File: config.mk
export PLATFORM = sky130hd
export DESIGN_NAME = entrada_condicionador
export DESIGN_NICKNAME = d
export VERILOG_FILES = /design/src/rtl/entrada_condicionador.sv
export SDC_FILE = /design/constraint.sdc
export NUM_CORES = 1
export LEC_CHECK = 0
export CAP_MARGIN = 30
export CORE_MARGIN = 2
export CORE_UTILIZATION = 60
export CTS_CLUSTER_SIZE = 16
export DETAILED_ROUTE_END_ITERATION = 16
export PLACE_DENSITY = 0.79
export SLEW_MARGIN = 5
export SYNTH_ARGS = -nofsm -noshare
export SYNTH_HDL_FRONTEND = slang
export SYNTH_SLANG_ARGS = --single-unit
File: constraint.sdc
create_clock -name clk -period 5 [get_ports clk]
set_input_delay 0.75 -clock clk [delete_from_list [all_inputs] [get_ports clk]]
set_output_delay 0.75 -clock clk [all_outputs]
set_load 0.02 [all_outputs]
File: src/rtl/entrada_condicionador.sv
// Input conditioning for the lighting controller: synchronises and debounces the
// button and IR pins, and turns button presses into short/long single-cycle pulses.
module entrada_condicionador #(
    parameter int unsigned DEBOUNCE_P        = 300,
    parameter int unsigned SWITCH_MODE_MIN_T = 5000
) (
    input  logic clk,
    input  logic rst,
    input  logic push_button,
    input  logic infravermelho,
    output logic btn_level,
    output logic short_press,
    output logic long_press,
    output logic ir_presence,
    output logic ir_rise
);

    localparam int unsigned DW = $clog2(DEBOUNCE_P + 1);
    localparam int unsigned HW = $clog2(SWITCH_MODE_MIN_T + 1);

    typedef enum logic [1:0] {
        IDLE    = 2'd0,
        PRESSED = 2'd1,
        HELD    = 2'd2
    } state_t;

    logic          b_ff1, b_ff2, i_ff1, i_ff2;
    logic [DW-1:0] b_cnt, b_cnt_d, i_cnt, i_cnt_d;
    logic          b_stable_d, i_stable_d;

    state_t        state, state_d;
    logic [HW-1:0] hold_cnt, hold_d;
    logic          short_d, long_d;

    // Two-flop synchronisers
    always_ff @(posedge clk or negedge rst) begin
        if (!rst) begin
            b_ff1 <= 1'b0;
            b_ff2 <= 1'b0;
            i_ff1 <= 1'b0;
            i_ff2 <= 1'b0;
        end else begin
            b_ff1 <= push_button;
            b_ff2 <= b_ff1;
            i_ff1 <= infravermelho;
            i_ff2 <= i_ff1;
        end
    end

    // Debounce: stable follows sync after DEBOUNCE_P consecutive mismatching cycles
    always_comb begin
        b_stable_d = btn_level;
        b_cnt_d    = '0;
        if (b_ff2 != btn_level) begin
            if (b_cnt == DW'(DEBOUNCE_P - 1)) b_stable_d = b_ff2;
            else                              b_cnt_d    = b_cnt + DW'(1);
        end
        i_stable_d = ir_presence;
        i_cnt_d    = '0;
        if (i_ff2 != ir_presence) begin
            if (i_cnt == DW'(DEBOUNCE_P - 1)) i_stable_d = i_ff2;
            else                              i_cnt_d    = i_cnt + DW'(1);
        end
    end

    // Press classifier runs on the next stable level so pulses align with btn_level
    always_comb begin
        state_d = state;
        hold_d  = hold_cnt;
        short_d = 1'b0;
        long_d  = 1'b0;
        case (state)
            IDLE: begin
                if (b_stable_d) begin
                    state_d = PRESSED;
                    hold_d  = HW'(1);
                end
            end
            PRESSED: begin
                if (b_stable_d) begin
                    hold_d = hold_cnt + HW'(1);
                    if (hold_cnt + HW'(1) == HW'(SWITCH_MODE_MIN_T)) begin
                        long_d  = 1'b1;
                        state_d = HELD;
                    end
                end else begin
                    short_d = 1'b1;
                    hold_d  = '0;
                    state_d = IDLE;
                end
            end
            HELD: begin
                if (!b_stable_d) begin
                    hold_d  = '0;
                    state_d = IDLE;
                end
            end
            default: begin
                hold_d  = '0;
                state_d = IDLE;
            end
        endcase
    end

    always_ff @(posedge clk or negedge rst) begin
        if (!rst) begin
            b_cnt       <= '0;
            i_cnt       <= '0;
            btn_level   <= 1'b0;
            ir_presence <= 1'b0;
            ir_rise     <= 1'b0;
            state       <= IDLE;
            hold_cnt    <= '0;
            short_press <= 1'b0;
            long_press  <= 1'b0;
        end else begin
            b_cnt       <= b_cnt_d;
            i_cnt       <= i_cnt_d;
            btn_level   <= b_stable_d;
            ir_presence <= i_stable_d;
            ir_rise     <= i_stable_d & ~ir_presence;
            state       <= state_d;
            hold_cnt    <= hold_d;
            short_press <= short_d;
            long_press  <= long_d;
        end
    end

endmodule
==> After elaboration in Yosys (flattened, before gate mapping) <==
Cells that the tools add are included.
W data, S select, Z words.
{ "totals": {"out_inout_bits": 5, "register_bits": 42, "elab_cells": 53, "input_bits": 4} }
{ "classes": {"mux": 22, "bitwise_logic": 2, "n_eq_ne": 10, "reduce_logical": 3, "add_sub_neg": 3} }
{ "op_table": {"columns": ["op", "n"], "rows": [
  ["$mux W13", 3],
  ["$pmux W13 S3", 1],
  ["$mux W9", 4],
  ["$add A9 B1 Y9 const B", 2],
  ["$eq A9 B9 Y1 const B", 2],
  ["$add A13 B1 Y13 const B", 1],
  ["$eq A13 B13 Y1 const B", 1],
  ["$mux W1", 9],
  ["$mux W2", 4],
  ["$pmux W2 S3", 1],
  ["$ne A2 B2 Y1 const B", 2],
  ["$ne A3 B3 Y1 const B", 1],
  ["$reduce_and A3 Y1", 1],
  ["$eq A2 B1 Y1 const B", 1],
  ["$eq A2 B2 Y1 const B", 1],
  ["$logic_not A2 Y1", 1],
  ["$ne A1 B1 Y1", 2],
  ["$reduce_and A2 Y1", 1],
  ["$and A1 B1 Y1", 1],
  ["$not A1 Y1", 1]
]} }

==> Depth between registers and ports, before layout <==
Gate-level depths: netlist (run 1).
{ "depth": {"word_depth": 5, "depth_mapped": 7, "ltp_nobuf": 6} }

==> Worst setup path before layout (run 1) <==
Ideal clock, no wire load.
{ "synth_path": {"path_type": "reg-to-reg", "start": "register hold_cnt[0]", "end": "register state[0]", "slack_ns": 3.090, "t_arrival_ns": 1.784, "path_buffers": 0, "setup_ns": 0.126, "synth_period_minus_slack_ns": 1.910, "path_stages_with_launch": 7, "path_cell_list": "dfrtp_1 -> ha_1 -> and4_4 -> or3_1 -> a211oi_2 -> o22ai_1 -> o311a_1"} }
{ "synth_between": {"elab_chain_cells": 4} }
{ "synth_lines": {"columns": ["element", "line_no", "text"], "rows": [
  ["start: declaration", "32", "logic [HW-1:0] hold_cnt, hold_d;"],
  ["start signal: assignment", "123", "hold_cnt <= hold_d;"],
  ["$add A13 B1 Y13", "82", "if (hold_cnt + HW'(1) == HW'(SWITCH_MODE_MIN_T)) begin"],
  ["$eq A13 B13 Y1", "82", null],
  ["$ne A3 B3 Y1 (no line)", null, null],
  ["$reduce_and A3 Y1 (no line)", null, null],
  ["end signal: assignment", "122", "state <= state_d;"],
  ["end: declaration", "31", "state_t state, state_d;"]
]} }
No other way between the ends.
A chain may end at the register's enable or synchronous reset.

==> Final worst setup path (run 1) <==
{ "layout_path": {"start": "register b_cnt[0]", "end": "register hold_cnt[5]"} }
{ "layout_between": {"elab_chain_cells": 5} }
{ "layout_lines": {"columns": ["element", "line_no", "text"], "rows": [
  ["start: declaration", "28", "logic [DW-1:0] b_cnt, b_cnt_d, i_cnt, i_cnt_d;"],
  ["start signal: assignment", "117", "b_cnt <= b_cnt_d;"],
  ["$eq A9 B9 Y1 (*)", "55", "if (b_cnt == DW'(DEBOUNCE_P - 1)) b_stable_d = b_ff2;"],
  ["$mux W1 (*)", "55", null],
  ["$mux W1 (*)", "54", "if (b_ff2 != btn_level) begin"],
  ["$mux W13 or $ne A2 B2 Y1 (tied branches)", null, null],
  ["$pmux W13 S3 or $reduce_and A2 Y1 (tied branches)", null, null]
]} }
Every way passes the cells marked *; elsewhere a longest branch is shown, timed or not.

==> results of run 1 <==
-- per-stage QoR --
step	std cells	total power, mW	hold slack (ps)
after floorplan	214	0.363	331
after global placement	264	0.374	337
after detailed placement	264	0.375	343
after CTS	272	0.552	367
after global routing	273	0.571	267
final	273	0.550	246
-- sequential cells by signal, indices dropped and copies added (netlist names) --
| signal | flops |
|---|---|
| hold_cnt | 13 |
| b_cnt | 9 |
| i_cnt | 9 |
| state | 2 |
| b_ff1 | 1 |
| b_ff2 | 1 |
| btn_level | 1 |
| i_ff1 | 1 |
| i_ff2 | 1 |
| ir_presence | 1 |
| ir_rise | 1 |
| long_press | 1 |
| short_press | 1 |
-- per-layer routing --
layer / wire length [µm] / track usage (%)
met5: 0 / 0
met4: 72 / 10.6
met3: 125 / 4.64
met2: 1950 / 37.0
met1: 1780 / 28.7
-- final cells by class --
type	count	area, µm²	area share, %
Sequential cell	42	1050	45.5
Clock inverter	2	12.5	0.541
Clock buffer	6	51.3	2.22
Tap cell	46	57.6	2.49
Multi-Input combinational cell	158	1010	43.6
Inverter	10	37.5	1.62
Timing Repair Buffer	9	95.1	4.11
-- critical path, cell delays in order (launching register included) --
cell and delay [ps]:
dfrtp_1 420, ha_1 240, and4bb_2 270, nand3_1 120, and3_1 190, o21ai_1 650
a31oi_1 170
-- cells by family (layout without fill, tap and decap cells) --
logic type               after synthesis  in the layout
buffers and inverters                 14             27
AO/OA/AOI/OAI                         35             35
AND/OR/NAND/NOR                      100            100
adder cells (fa/ha/maj)                3              3
multiplexers                           1              1
XOR/XNOR                              19             19
flip-flops                            42             42
-- cells in the final DEF (no fill, tap or decap), drive strengths merged, types with 3 or more instances in the layout --
cell type      netlist  layout
a21oi                6       6
a31oi                7       7
and2                 3       3
and3                 7       7
and4                 3       3
clkbuf               1       6
clkdlybuf4s50        0       7
dfrtp               42      42
ha                   3       3
inv                 10      10
nand2               20      20
nand3               21      21
nand4                3       3
nor2                21      21
nor3                 5       5
nor4                 4       4
o211ai               3       3
o21ai               13      13
xnor2               10      10
xor2                 9       9
-- where the power goes --
part | internal, mW | switching, mW
clock | 0.0676 | 0.113
combinational | 0.00787 | 0.0120
sequential | 0.345 | 0.00474
total | 0.421 | 0.129
-- worst paths after layout --
check | startpoint | to | slack (ps) | depth (start not counted)
max | b_cnt[0] | hold_cnt[5] | 2790 | 6
min | rst | b_cnt[3] | 250 | 1
max reg2reg | b_cnt[0] | hold_cnt[5] | 2790 | 6
min reg2reg | i_ff1 | i_ff2 | 370 | 0
max in group asynchronous | rst | hold_cnt[2] | 4300 | 2
min in group clk | i_ff1 | i_ff2 | 370 | 0
==> metrics.txt, run 1 <==
outcome=completed; pre-CTS WS=2740 ps; sequential area share after synthesis=49.7%; largest net degree at the start of global routing=43; most common cell in the netlist=dfrtp_1; final setup vio count=0; final slew viol count=0; Post-Synth XOR/XNOR Area=7.87%; Rel. slew slack=43.7%; drt first pass iters=4; Sum Neg Setup Slack=0 ps; CTS sink cnt=42; Layout Utilization=68.8%; Post-Syn Area=2110 µm²; Post-CTS Hold Buffers=0; Longest Clk Path Bufs=2; CTS Buf Count=5; starting density of the core=62.9%; CTS root buf=clkbuf_4; Die Span Y=63.4 µm; # diodes=0; Peak VDD IR=0.160 mV; Clock Skew=7.69 ps; adder-cell area share of the yosys netlist=1.78%; aggregate routed wire length=3930 µm; Wirelength per Cell=14.4 µm; P&R area growth vs syn=9.35%; antenna violations before repair=0; first-pass GRT wire length=7060 µm; Clk pin slew, worst setup/hold paths=130 ps; number of synthesized flops with an enable pin=0; top cells by area, synth=dfrtp_1 50%, nand3_1 4.5%, xnor2_1 4.1%; mux cell area share after synthesis=0.533%; Crit Path Max Fanout=12; via count=1603; top cell type by total area after synthesis=dfrtp_1; Synth top area share=49.7%; via/cell ratio=5.87; min cycle time layout=2210 ps; Least-Margin Pin Slew=839 ps; CTS resizes=0; H-tree depth=2; fin area=2310 µm²; Total GRT Usage=22.6%; Commonest cells post-synth=42 x dfrtp_1, 21 x nor2_1, 20 x nand2_1, 19 x nand3_1; Worst setup SP type=flop; final setup margin=2790 ps; # Max-Cap Violations=0; Seq cells post-synth=42; routability cong.=0.846; Fmax achieved=452 MHz; Core Rows=21; CP Data Arrival Time=2430 ps; die extent in x=63.4 µm; dpl hpwl=2750 µm; Top FF cell, synth=dfrtp_1; Hold Fails Final Rpt=0; vias in the first global route=1567; Setup crit end kind=flop; die area=4020 µm²; HP Class=input port to asynchronous set/reset pin; Worst Path Required=5220 ps; power density over the cells=238 nW/µm²; post-route antenna net violation count=0; Crit Path Class=flop to flop; period utilization=44.3%; Static Leak=1.00 nW; post-synthesis compound-gate area fraction=10.2%; number of setup buffers added after CTS=0; drc violations=0; Synth Area per Inst=9.88 µm²; Core Footprint=3360 µm²; post-synth cell types=40; fraction of layout cells with a size suffix above 1=7.93%; GRT overflow=0; Syn Nets=221; post-synthesis simple-gate area fraction=27.3%; ys async rst share=100%; worst skew pair latency=360 ps; fill count=285; RSZ-0062 raised after global routing=no; TritonCTS clock tree=built; yosys warns=0; main combinational cell family by area after synthesis=simple AND/OR/NAND/NOR gates; Port Buf Inserts=8; dpl cell area=2230 µm²; Post-Synthesis Cells=214; Starting DRT DRC Count=74; # IOs=9; NumNets Final=233
No activity file was read; power rests on OpenSTA's default activity.
==> inputs of run 2 (changes only) <==
--- a/config.mk
+++ b/config.mk
@@ -7,10 +7,10 @@
 export LEC_CHECK = 0
 export CAP_MARGIN = 30
 export CORE_MARGIN = 2
-export CORE_UTILIZATION = 60
+export CORE_UTILIZATION = 59
 export CTS_CLUSTER_SIZE = 16
 export DETAILED_ROUTE_END_ITERATION = 16
-export PLACE_DENSITY = 0.79
+export PLACE_DENSITY = 0.78
 export SLEW_MARGIN = 5
 export SYNTH_ARGS = -nofsm -noshare
 export SYNTH_HDL_FRONTEND = slang
==> constraint.sdc (replaced) <==
create_clock -name clk -period 2.1 [get_ports clk]
set_input_delay 0.315 -clock clk [delete_from_list [all_inputs] [get_ports clk]]
set_output_delay 0.315 -clock clk [all_outputs]
set_load 0.02 [all_outputs]
==> run 2 against run 1 <==
Net effect: count of clock-buffer cells in the layout rose by 1; via count is 2.4% higher; final cell count grew 0.37%; routed wire length increased by 1.7%; sequential power increased by 140%; worst hold slack worse by 230 ps; utilization decreased by 0.20 points; critical path depth stayed put; clock skew rose by 4.7 ps; first-iteration DRC count increased by 110%; total power rose by 150%.
==> metrics.txt, run 2 (synthesized netlist as in run 1, its figures left out) <==
Least-Margin Pin Slew=521 ps (was 839 ps); Peak VDD IR=0.408 mV (was 0.160 mV); CP Data Arrival Time=2240 ps (was 2430 ps); Worst setup SP type=flop (unchanged); drt first pass iters=4 (unchanged); Top Registers=hold_cnt x13, b_cnt x9, i_cnt x9 (unchanged); CTS root buf=clkbuf_4 (unchanged); GRT overflow=0 (unchanged); max reg flops=13 (unchanged); Layout Utilization=68.5% (was 68.8%); outcome=completed (unchanged); period utilization=95.2% (was 44.3%); via/cell ratio=5.99 (was 5.87); Port Buf Inserts=8 (unchanged); via count=1641 (was 1603); Core Footprint=3390 µm² (was 3360 µm²); number of setup buffers added after CTS=0 (unchanged); Worst Path Required=2340 ps (was 5220 ps); CTS sink cnt=42 (unchanged); Starting DRT DRC Count=154 (was 74); starting density of the core=62.4% (was 62.9%); TritonCTS clock tree=built (unchanged); die area=4080 µm² (was 4020 µm²); placed cells=266 (was 264); power density over the cells=591 nW/µm² (was 238 nW/µm²); die extent in x=63.9 µm (was 63.4 µm); final slew viol count=0 (unchanged); Core Rows=21 (unchanged); Total GRT Usage=22.3% (was 22.6%); RSZ-0062 raised after global routing=no (unchanged); HP Class=input port to asynchronous set/reset pin (unchanged); Reg with most FFs=hold_cnt (unchanged); largest net degree at the start of global routing=43 (unchanged); worst skew pair latency=350 ps (was 360 ps); commonest non-fill, non-tap cell in the layout=dfrtp_1 (unchanged); R2R depth=6 (unchanged); Hold Fails Final Rpt=0 (unchanged); Clk pin slew, worst setup/hold paths=120 ps (was 130 ps); Post-Layout Cell Count=274 (was 273); Wirelength per Cell=14.6 µm (was 14.4 µm); Cell Int Power=1.09 mW (was 421 µW); switching share of power=20.6% (was 23.5%); R2R Path End=state[0] (was hold_cnt[5]); fill count=258 (was 285); drc violations=0 (unchanged); Setup crit end kind=flop (unchanged); most frequent cells in the layout=42 x dfrtp_1, 21 x nor2_1, 19 x nand3_1, 19 x nand2_1 (was 42 x dfrtp_1, 21 x nor2_1, 20 x nand2_1); R2R setup slack=100 ps (was 2790 ps); Fmax achieved=500 MHz (was 452 MHz); Crit Path Class=flop to flop (unchanged); min cycle time layout=2000 ps (was 2210 ps); aggregate routed wire length=4000 µm (was 3930 µm); Static Leak=1.00 nW (about the same); logic gate share of total power=3.2% (was 3.6%); Flop pwr share=60.6% (was 63.6%); antenna violations before repair=0 (unchanged); pre-CTS WS=63.8 ps (was 2740 ps); Sum Neg Setup Slack=0 ps (unchanged); final setup margin=101 ps (was 2790 ps); # diodes=0 (unchanged); Sw Pwr=283 µW (was 129 µW); # Max-Cap Violations=0 (unchanged); CTS resizes=0 (unchanged); Die Span Y=63.9 µm (was 63.4 µm); first-pass GRT wire length=7140 µm (was 7060 µm); Clock Power Share=36.1% (was 32.8%); # IOs=9 (unchanged); final setup vio count=0 (unchanged); P&R area growth vs syn=9.88% (was 9.35%); Longest Clk Path Bufs=2 (unchanged); Post-CTS Hold Buffers=0 (unchanged); routability cong.=0.938 (was 0.846); fraction of layout cells with a size suffix above 1=8.33% (was 7.93%); post-route antenna net violation count=0 (unchanged); NumNets Final=234 (was 233); Clock Skew=12.4 ps (was 7.69 ps); vias in the first global route=1643 (was 1567); r2r startpoint=hold_cnt[0] (was b_cnt[0]); Rel. slew slack=65.3% (was 43.7%); dpl hpwl=2790 µm (was 2750 µm); H-tree depth=2 (unchanged); Crit Path Max Fanout=5 (was 12); CTS Buf Count=5 (unchanged)
==> run 2: cell count changes in the layout (fill, tap and decap cells not counted), sizes merged <==
cell,change
clkinv,-1
bufinv,+1
buf,+1
clkbuf,+1
clkinvlp,-1
==> run 2: per-layer routing <==
metal,track usage (%),wire length [µm],up-vias
met1,27.5,1830,809
met3,5.46,164,5
met5,0,0,-
li1,-,-,784
met2,37.6,1950,43
met4,8.42,57,0
==> run 2: stage by stage <==
step	hold WS [ps]	instance area, µm²	total power [mW]
after floorplan	19.4	2110	0.865
after global placement	337	2240	0.891
after CTS	25.6	2320	1.39
after detailed placement	336	2240	0.894
final	15.2	2320	1.37
after global routing	46.8	2320	1.43
==> run 2: worst max-delay path: stages, from the launching register on <==
cell and delay, ps:
dfrtp_1 450, ha_2 240, and4_4 210, or3_1 320
a211oi_2 180, o22ai_1 140, o311a_1 360
==> run 2: worst max path at each step <==
stage / start / to / cells after the start
after detailed placement: hold_cnt[0] / state[0] / 6
after CTS: hold_cnt[0] / state[0] / 6
after global placement: hold_cnt[0] / state[0] / 6
after floorplan: hold_cnt[0] / state[0] / 6
after global routing: hold_cnt[0] / state[0] / 6
final: hold_cnt[0] / state[0] / 6
==> run 2: final cells by class <==
type	instances	area [µm²]	share of cell area [%]
Tap cell	46	57.6	2.48
Clock inverter	1	30.0	1.29
Timing Repair Buffer	10	90.1	3.88
Clock buffer	7	45.0	1.94
Multi-Input combinational cell	158	1010	43.6
Sequential cell	42	1050	45.2
Inverter	10	37.5	1.62
==> run 2: power groups by stage <==
| stage | clock, mW | sequential [mW] | combinational, mW |
|---|---|---|---|
| floorplan | 0 | 0.846 | 0.0192 |
| global placement | 0 | 0.847 | 0.0437 |
| detailed placement | 0 | 0.848 | 0.0461 |
| CTS | 0.510 | 0.833 | 0.0463 |
| global route | 0.543 | 0.835 | 0.0514 |
| finish | 0.496 | 0.833 | 0.0444 |
